## config.mk

```make
export PLATFORM = sky130hd
export DESIGN_NAME = imem_boot_ctrl
export DESIGN_NICKNAME = d
export VERILOG_FILES = /design/src/rtl/imem_boot_ctrl_pkg.sv /design/src/rtl/imem_boot_ctrl.sv
export SDC_FILE = /design/constraint.sdc
export NUM_CORES = 1
export LEC_CHECK = 0
export CAP_MARGIN = 10
export CORE_AREA = 2 2 88 90
export DETAILED_ROUTE_END_ITERATION = 12
export DIE_AREA = 0 0 90 92
export PLACE_DENSITY = 0.7
export SLEW_MARGIN = 20
export SYNTH_ARGS = -nofsm -noshare
export SYNTH_HDL_FRONTEND = slang
export SYNTH_SLANG_ARGS = --single-unit
```

## constraint.sdc

```tcl
create_clock -name clk -period 2.1 [get_ports clk]
set_input_delay 0.315 -clock clk [delete_from_list [all_inputs] [get_ports clk]]
set_output_delay 0.315 -clock clk [all_outputs]
set_load 0.005 [all_outputs]
```

## src/rtl/imem_boot_ctrl_pkg.sv

```systemverilog
// Shared constants and state encoding for the instruction-memory boot sequencer.
package imem_boot_ctrl_pkg;

    localparam int MEM_ADDR_WIDTH = 4;
    localparam logic [31:0] NOP_INSN = 32'h0000_0013;

    typedef enum logic [1:0] {
        CLEAR,
        IDLE,
        LOAD,
        RUN
    } imem_boot_state_t;

endpackage

```

## src/rtl/imem_boot_ctrl.sv

```systemverilog
// Instruction memory boot sequencer: clears to NOP, streams a host image in,
// then releases the core to fetch. Owns the memory write port and read address.
module imem_boot_ctrl
    import imem_boot_ctrl_pkg::*;
#(
    parameter int          ADDR_W   = MEM_ADDR_WIDTH,
    parameter logic [31:0] NOP_WORD = NOP_INSN
) (
    input  logic              clk,
    input  logic              reset,
    input  logic              load_start,
    input  logic [ADDR_W-1:0] load_base,
    input  logic [ADDR_W:0]   load_len,
    input  logic              load_valid,
    input  logic [31:0]       load_data,
    output logic              load_ready,
    output logic              load_done,
    input  logic              run_req,
    input  logic              halt_req,
    input  logic [31:0]       fetch_pc,
    output logic              core_run,
    output logic              fetch_fault,
    output logic              mem_we,
    output logic [ADDR_W-1:0] mem_waddr,
    output logic [31:0]       mem_wdata,
    output logic [ADDR_W-1:0] mem_raddr
);

    imem_boot_state_t  state;
    logic [ADDR_W-1:0] cnt;
    logic [ADDR_W-1:0] ptr;
    logic [ADDR_W:0]   rem;
    logic              pending;

    logic              accept;
    logic              go_pend;
    logic [ADDR_W:0]   go_len;
    logic              unused_pc;

    assign mem_raddr   = fetch_pc[ADDR_W+1:2];
    assign unused_pc   = ^fetch_pc[31:ADDR_W+2];
    assign core_run    = (state == RUN);
    assign load_ready  = (state == LOAD) && (rem != '0);
    assign fetch_fault = core_run && (|fetch_pc[1:0]);
    assign accept      = load_valid && load_ready;

    // A load_start on the final CLEAR cycle is serviced like an earlier one.
    assign go_pend = pending || load_start;
    assign go_len  = load_start ? load_len : rem;

    always_ff @(posedge clk or posedge reset) begin
        if (reset) begin
            state     <= CLEAR;
            cnt       <= '0;
            ptr       <= '0;
            rem       <= '0;
            pending   <= 1'b0;
            load_done <= 1'b0;
            mem_we    <= 1'b0;
            mem_waddr <= '0;
            mem_wdata <= '0;
        end else begin
            mem_we    <= 1'b0;
            load_done <= 1'b0;
            unique case (state)
                CLEAR: begin
                    mem_we    <= 1'b1;
                    mem_waddr <= cnt;
                    mem_wdata <= NOP_WORD;
                    cnt       <= cnt + ADDR_W'(1);
                    if (load_start) begin
                        pending <= 1'b1;
                        ptr     <= load_base;
                        rem     <= load_len;
                    end
                    if (cnt == '1) begin
                        pending <= 1'b0;
                        if (!go_pend) begin
                            state <= IDLE;
                        end else if (go_len != '0) begin
                            state <= LOAD;
                        end else begin
                            state     <= RUN;
                            load_done <= 1'b1;
                        end
                    end
                end
                IDLE: begin
                    if (load_start) begin
                        ptr <= load_base;
                        rem <= load_len;
                        if (load_len != '0) begin
                            state <= LOAD;
                        end else begin
                            state     <= RUN;
                            load_done <= 1'b1;
                        end
                    end else if (run_req) begin
                        state <= RUN;
                    end
                end
                LOAD: begin
                    if (accept) begin
                        mem_we    <= 1'b1;
                        mem_waddr <= ptr;
                        mem_wdata <= load_data;
                        ptr       <= ptr + ADDR_W'(1);
                        rem       <= rem - (ADDR_W+1)'(1);
                        if (rem == (ADDR_W+1)'(1)) begin
                            state     <= RUN;
                            load_done <= 1'b1;
                        end
                    end
                end
                RUN: begin
                    if (load_start) begin
                        ptr <= load_base;
                        rem <= load_len;
                        if (load_len != '0) begin
                            state <= LOAD;
                        end else begin
                            load_done <= 1'b1;
                        end
                    end else if (halt_req) begin
                        state <= IDLE;
                    end
                end
                default: state <= CLEAR;
            endcase
        end
    end

endmodule
```

After elaboration in Yosys (flattened, before gate mapping):

Index checks and enable logic that the tools add are counted.
W data, S select, Z words.

* flip-flop bits (word level): 54
* output and inout bits: 45
* logic and storage cells: 75

* add/subtract/negate cells: 3
* equality and inequality tests: 12
* mux-type cells: 34
* reductions and logical operators: 17

Operator list (number)
* $pmux W32 S2: 1
* $mux W32: 1
* $mux W2: 9
* $pmux W4 S2: 2
* $reduce_bool A5 Y1: 3
* $mux W1: 12
* $mux W4: 3
* $mux W5: 2
* $pmux W5 S2: 1
* $add A4 B1 Y4 const B: 2
* $pmux W2 S4: 1
* $ne A3 B3 Y1 const B: 2
* $reduce_and A2 Y1: 3
* $reduce_and A6 Y1: 1
* $eq A5 B1 Y1 const B: 1
* $sub A5 B1 Y5 const B: 1
* $eq A2 B2 Y1 const B: 2
* $eq A4 B4 Y1 const B: 1
* $ne A2 B1 Y1 const B: 2
* $ne A2 B2 Y1 const B: 2
* $reduce_bool A2 Y1: 2
* $reduce_or A2 Y1: 2
* $logic_and A1 B1 Y1: 3
* $ne A3 B2 Y1 const B: 1
* other kinds (6): 6

Logic depth before layout (Yosys ltp):

Gate-level depths: netlist of run 1.

* depth in word-level cells: 6
* depth in mapped cells: 8

Worst setup path before layout of run 1:

No wires, ideal clock.

* path kind: register -> register
* start: reg rem[0]
* end: reg rem[3]
* library setup time: 0.123 ns
* arrival time: 1.581 ns
* data required time: 1.977 ns
* path slack: 0.396 ns
* stages on the path, launching flop included: 8
* path through: dfrtp_1 -> inv_1 -> ha_1 -> inv_1 -> o21ai_1 -> or4_1 -> or2_0 -> o221a_2

* cells in the longest elaborated chain, start to end: 4

Ends and longest elaborated chain
* start, declared: line imem_boot_ctrl.sv:32 `logic [ADDR_W:0] rem;`
* start signal, assigned: line imem_boot_ctrl.sv:74 `rem <= load_len;`
* start signal, assigned: line imem_boot_ctrl.sv:91 `rem <= load_len;`
* start signal, assigned: line imem_boot_ctrl.sv:108 `rem <= rem - (ADDR_W+1)'(1);`
* parallel branches: the longest is 4 deep, another holds $sub A5 B1 Y5

Several ways; the timed one is not identified. The select of a mux whose other input is x is not followed.
A chain may end at the register's enable or synchronous reset.

Worst setup path in the final report of run 1:

* start: reg rem[1]
* end: out load_ready

* cells in the longest elaborated chain, start to end: 2

Ends and longest elaborated chain
* $reduce_bool A5 Y1: line imem_boot_ctrl.sv:43 `assign load_ready = (state == LOAD) && (rem != '0);`
* $logic_and A1 B1 Y1: line imem_boot_ctrl.sv:43
* end, declared: line imem_boot_ctrl.sv:16 `output logic load_ready,`

Every way passes these cells.

==> impl_metrics.py, run 1 <==
metrics = {
    "sta": {
        "max_freq_mhz": 494,
        "fin_worst_skew_ns": 0.00632,
        "hold_viol_final": 0,
        "final_max_slew_viol_count": 0,
        "worstMarginPinSlew_ns": 0.494,
        "layout_min_cycle_time_ns": 2.02,
        "final-setup-viol-count": 0,
        "setup_ws_ns": 0.0766,
        "tns_ns": 0,
        "rsz0062_at_grt": "false",
        "period_share": 0.964,
        "slew_headroom": 0.670,
    },
    "route": {
        "wl_um": 6430,
        "drc_errors": 0,
        "wl_per_cell_um": 13.5,
        "drt_iter0_drc": 109,
        "ant_nets": 0,
        "vias_per_cell": 4.79,
        "vias": 2273,
        "drt_first_pass_iters": 4,
    },
    "worst_hold_path": {
        "hold_class": "input pin to asynchronous set/reset pin",
    },
    "cts": {
        "cts_buffers": 5,
        "clockBufferDepth": 2,
        "cts.clk_slew.worst_paths_ns": 0.10,
        "cts_hold_buf": 0,
        "cts_tree": "done",
        "clkLatencyLatePin_ns": 0.31,
        "cts.htree.levels": 2,
        "clkSinkCount": 54,
        "root_buffer": "clkbuf_8",
    },
    "power": {
        "ir_drop_mv": 0.425,
        "leakagePower_nw": 1.65,
        "power_density_nw_per_um2": 1290,
    },
    "grt": {
        "grt_max_degree": 36,
        "grt_usage": 0.159,
        "grt_pass1_vias": 2308,
        "grt_pass1_wl_um": 10800,
        "gr-total-overflow": 0,
        "grt_antenna_before_repair": 0,
    },
    "layout": {
        "area_growth_pct": 46.5,
        "register_area_um2": 1350,
        "nFillCells": 721,
        "final_cells": 475,
        "utilization": 0.493,
        "nNetsFinal": 456,
        "num_antenna_cells": 0,
        "drive_above_1_share": 0.0885,
        "multi_input_area_um2": 1050,
    },
    "floorplan": {
        "die-area_um2": 8280,
        "ioPinCount": 124,
        "floorplan.rows": 32,
        "die_y_um": 92,
        "start_util": 0.337,
        "core_area_um2": 7450,
        "die-width_um": 90,
    },
    "placed_design": {
        "gp_congestion": 0.806,
        "preCtsSetupSlack_ns": 0.198,
        "port_buffers": 89,
        "dpl.hpwl_um": 4550,
        "dp.cells": 466,
    },
    "critical_path": {
        "crit_family": "buffers and inverters",
        "start_kind": "flop",
        "path_class": "flop to primary output",
        "critical_path.slowest_cell": "clkdlybuf4s50_1",
        "path_cells": "inv_1 > ha_2 > a21oi_2 > clkdlybuf4s50_1",
        "cp_num_buf_inv": 2,
        "path_max_fanout": 5,
        "worstSetupEndpointType": "primary output",
        "worstPathArrival_ns": 1.71,
        "critPathMaxStageDelay_ns": 0.52,
        "crit_required_ns": 1.78,
    },
    "synth": {
        "yosys_warnings": 0,
        "async_reset_ff_frac": 1.00,
        "avgSynthCellArea_um2": 8.96,
        "ys_types": 41,
        "synth_seq_cells": 54,
        "synthesis.nets": 364,
        "synth_edf_count": 0,
        "syn-instance-count": 280,
        "ys.flop_type": "dfrtp_1",
        "ys_seq_area_frac": 0.539,
        "synthesis.area_um2": 2510,
    },
    "run": {
        "max_cap_viol_count": 0,
    },
    "outcome": {
        "outcome": "finished clean",
    },
}
path summary, 6_finish.rpt:
kind | slack (ns) | from | depth (start not counted) | to
setup / recovery | 0.08 | rem[1] | 4 | load_ready
hold / removal | 0.32 | reset | 2 | mem_wdata[21]
setup reg to reg | 0.34 | rem[1] | 7 | rem[3]
hold reg to reg | 0.50 | mem_wdata[10] | 2 | mem_wdata[10]
max in group asynchronous | 1.23 | reset | 3 | state[1]
min in group clk | 0.50 | mem_wdata[10] | 2 | mem_wdata[10]
power breakdown:
part	internal [mW]	switching, mW	total (mW)
Clock	0.272	0.348	0.621
Combinational	1.24	1.07	2.31
Sequential	1.49	0.328	1.82
Total	3.01	1.75	4.75
cell families after synthesis:
family,synth area share
AO/OA/AOI/OAI,0.111
XOR/XNOR,0.0105
adder cells (fa/ha/maj),0.0250
buffers and inverters,0.0469
flip-flops,0.539
multiplexers,0.00399
AND/OR/NAND/NOR,0.263
layout by cell type, fill, tap and decap left out, types with 2 or more instances in the layout:
| cell type | count |
|---|---|
| xnor2_1 | 3 |
| dfrtp_1 | 53 |
| nand2_1 | 80 |
| o21a_1 | 2 |
| o22a_1 | 2 |
| o221a_2 | 2 |
| a21oi_1 | 8 |
| o22ai_1 | 4 |
| nand4_1 | 3 |
| a2bb2oi_1 | 3 |
| nor3_1 | 2 |
| clkdlybuf4s50_1 | 89 |
| inv_1 | 7 |
| ha_1 | 4 |
| nor2_1 | 21 |
| o21ai_0 | 5 |
| buf_4 | 11 |
| a31oi_1 | 2 |
| a211oi_1 | 3 |
| o211ai_1 | 2 |
| buf_12 | 2 |
| clkbuf_8 | 6 |
| nand3_1 | 34 |
cells in the mapped netlist, types with 2 or more instances:
| master | count | share of area |
|---|---|---|
| nor2_1 | 21 | 0.031 |
| nand2_1 | 80 | 0.12 |
| nand4_1 | 3 | 0.0075 |
| ha_1 | 5 | 0.025 |
| o21ai_0 | 5 | 0.010 |
| o221a_2 | 2 | 0.0090 |
| o21a_1 | 2 | 0.0060 |
| a211oi_1 | 3 | 0.0090 |
| inv_1 | 8 | 0.012 |
| xnor2_1 | 3 | 0.010 |
| buf_2 | 7 | 0.014 |
| nor3_1 | 3 | 0.0060 |
| a2bb2oi_1 | 3 | 0.010 |
| dfrtp_1 | 54 | 0.54 |
| buf_4 | 4 | 0.012 |
| o22ai_1 | 4 | 0.010 |
| nand3_1 | 34 | 0.068 |
| a21oi_1 | 9 | 0.018 |
| o211ai_1 | 2 | 0.0060 |
| o22a_1 | 2 | 0.0070 |
| clkbuf_1 | 5 | 0.0075 |
| a31oi_1 | 2 | 0.0050 |
metal layers:
metal	wire, µm	GRT usage
met2	3120	0.278
met3	401	0.0394
met1	2840	0.196
met5	0	0
met4	68	0.0423
stage by stage:
stage          total power [mW]  cell area (µm²)  hold slack, ns
2_1_floorplan              2.96             2510           0.420
3_3_place_gp               4.06             3550           0.479
3_5_place_dp               4.12             3550           0.486
4_1_cts                    4.78             3660           0.333
5_1_grt                    5.13             3670           0.355
6_report                   4.75             3670           0.323
state kept, by name (all words and copies together), names as in the netlist, 2 cells and up:
name / flops
state: 2
mem_wdata: 32
rem: 5
ptr: 4
mem_waddr: 4
cnt: 4
final cells by class:
| cell class | instances | share of cell area |
|---|---|---|
| Inverter | 8 | 0.00818 |
| Multi-Input combinational cell | 201 | 0.286 |
| Clock buffer | 6 | 0.0225 |
| Timing Repair Buffer | 102 | 0.276 |
| Clock inverter | 2 | 0.00443 |
| Sequential cell | 54 | 0.368 |
| Tap cell | 102 | 0.0348 |
timing repair:
action,in CTS,in global routing
setup endpoints to repair,1,1
resized for setup,1,3
setup buffers,1,0
No activity file was read; power rests on OpenSTA's default activity.
==> inputs of run 2 (changes only) <==
- ABC_AREA: unset -> 1
- CORE_AREA: 2 2 88 90 -> 2 2 83 85
- DIE_AREA: 0 0 90 92 -> 0 0 85 87
- PLACE_DENSITY: 0.7 -> 0.79
- SETUP_SLACK_MARGIN: unset -> 0.1
==> impl_metrics.py, run 2 <==
metrics = {
    "layout": {
        "nFillCells": 580,
        "largest_reg_flops": 32,
        "reg.largest.list": "mem_wdata (32), rem (5)",
        "nNetsFinal": 491,
        "final_common_cell": "nand2_1",
        "mostFrequentLayoutCells": "149 x nand2_1, 88 x clkdlybuf4s50_1, 52 x dfrtp_1",
        "area_growth_pct": 40.4,
        "final_cells": 487,
        "regMostFlops": "mem_wdata",
        "drive_above_1_share": 0.0811,
        "num_antenna_cells": 0,
    },
    "synth": {
        "yosys_warnings": 0,
        "avgSynthCellArea_um2": 8.20,
        "ys.flop_type": "dfrtp_1",
        "async_reset_ff_frac": 1.00,
        "synth_edf_count": 0,
        "ys_types": 30,
        "synthTopCellsByArea": "dfrtp_1 52%, nand2_1 21%, nor2_1 2.9%",
        "synthesis.area_um2": 2610,
        "synth_common_cells": "149 x nand2_1, 54 x dfrtp_1, 20 x nor2_1",
        "ys_seq_area_frac": 0.518,
        "synth_top_area_frac": 0.518,
        "synth.most_common_cell": "nand2_1",
        "synth_top_area_cell": "dfrtp_1",
        "synthesis.nets": 402,
        "synth_seq_cells": 54,
        "syn-instance-count": 318,
    },
    "route": {
        "vias_per_cell": 4.83,
        "wl_um": 6210,
        "drt_iter0_drc": 65,
        "wl_per_cell_um": 12.7,
        "vias": 2354,
        "ant_nets": 0,
        "drt_first_pass_iters": 4,
        "drc_errors": 0,
    },
    "floorplan": {
        "start_util": 0.397,
        "die-area_um2": 7400,
        "die_y_um": 87,
        "floorplan.rows": 30,
        "core_area_um2": 6570,
        "ioPinCount": 124,
        "die-width_um": 85,
    },
    "sta": {
        "period_share": 0.863,
        "max_freq_mhz": 552,
        "final-setup-viol-count": 0,
        "setup_ws_ns": 0.288,
        "fin_worst_skew_ns": 0.00605,
        "rsz0062_at_grt": "false",
        "tns_ns": 0,
        "final_max_slew_viol_count": 0,
        "hold_viol_final": 0,
        "layout_min_cycle_time_ns": 1.81,
        "slew_headroom": 0.736,
        "worstMarginPinSlew_ns": 0.395,
    },
    "grt": {
        "grt_antenna_before_repair": 0,
        "grt_pass1_vias": 2268,
        "grt_max_degree": 30,
        "grt_usage": 0.173,
        "grt_pass1_wl_um": 10300,
        "gr-total-overflow": 0,
    },
    "cts": {
        "root_buffer": "clkbuf_8",
        "cts.htree.levels": 2,
        "cts_hold_buf": 0,
        "cts_tree": "done",
        "clockBufferDepth": 2,
        "cts_buffers": 5,
        "clkSinkCount": 54,
        "clkLatencyLatePin_ns": 0.30,
        "cts.clk_slew.worst_paths_ns": 0.09,
    },
    "placed_design": {
        "dpl.hpwl_um": 4620,
        "preCtsSetupSlack_ns": 0.192,
        "port_buffers": 89,
        "gp_congestion": 0.782,
        "dp.cells": 477,
    },
    "critical_path": {
        "path_class": "flop to primary output",
        "start_kind": "flop",
        "worstPathArrival_ns": 1.50,
        "crit_required_ns": 1.78,
        "path_max_fanout": 6,
        "worstSetupEndpointType": "primary output",
    },
    "power": {
        "ir_drop_mv": 0.714,
        "power_density_nw_per_um2": 1400,
        "leakagePower_nw": 1.77,
        "finalPower_mw": 5.11,
    },
    "worst_hold_path": {
        "hold_class": "input pin to asynchronous set/reset pin",
    },
    "outcome": {
        "outcome": "finished clean",
    },
    "run": {
        "max_cap_viol_count": 0,
    },
}
## run 2: logic make-up (layout without fill, tap and decap cells)
group / Yosys count / count (layout) / synth area share
buf+inv: 34 / 123 / 0.0681
compound gates: 25 / 25 / 0.0633
fa+ha+maj: 5 / 5 / 0.0240
flops: 54 / 54 / 0.518
xor+xnor: 5 / 5 / 0.0168
simple gates: 195 / 195 / 0.310
## run 2: path summary, 6_finish.rpt
check | from | end | slack (ns) | cells past startpoint
setup / recovery | state[0] | fetch_fault | 0.29 | 3
max in group asynchronous | reset | state[1] | 1.43 | 3
min in group clk | mem_wdata[22] | mem_wdata[22] | 0.48 | 2
hold reg to reg | mem_wdata[22] | mem_wdata[22] | 0.48 | 2
setup reg to reg | rem[0] | rem[4] | 0.33 | 9
hold / removal | reset | mem_wdata[13] | 0.38 | 3
## run 2: cell type report
| cell class | count | area [µm²] | area share |
|---|---|---|---|
| Sequential cell | 54 | 1350 | 0.370 |
| Multi-Input combinational cell | 230 | 1090 | 0.297 |
| Timing Repair Buffer | 97 | 966 | 0.264 |
| Tap cell | 80 | 100 | 0.0274 |
| Inverter | 19 | 73.8 | 0.0202 |
| Clock buffer | 6 | 72.6 | 0.0198 |
| Clock inverter | 1 | 7.51 | 0.00205 |
## run 2: critical path, stage by stage (launching register included)
cell and delay (ns):
dfrtp_2 0.48, nand2_1 0.10, nor2_1 0.11, clkdlybuf4s50_1 0.50
## run 2: layer usage
metal	global-route usage	wire [µm]	vias to the layer above
met5	0	0	-
met4	0.0563	47	0
li1	-	-	1168
met2	0.312	3170	73
met3	0.0398	327	6
met1	0.205	2660	1107
## run 2: repair_timing
item	CTS	global route
pin swaps	1	0
setup endpoints to repair	1	32
resized for setup	5	4
buffers inserted	3	0
## run 2: per-stage QoR
step	area [µm²]	utilization	hold WS (ns)
finish	3660	0.557	0.381
detailed placement	3540	0.539	0.459
floorplan	2610	-	0.432
global placement	3540	0.539	0.452
global route	3660	0.557	0.411
CTS	3650	0.556	0.391
## run 2: power breakdown
part / internal [mW] / switching (mW) / total (mW)
combinational: 1.33 / 1.30 / 2.63
sequential: 1.56 / 0.370 / 1.93
clock: 0.230 / 0.328 / 0.557
total: 3.12 / 2.00 / 5.11
==> inputs of run 3 (changes only) <==
- SLEW_MARGIN: 20 -> unset
==> results of run 3 <==
No change in the layout: final DEF, timing and power equal those of run 2.
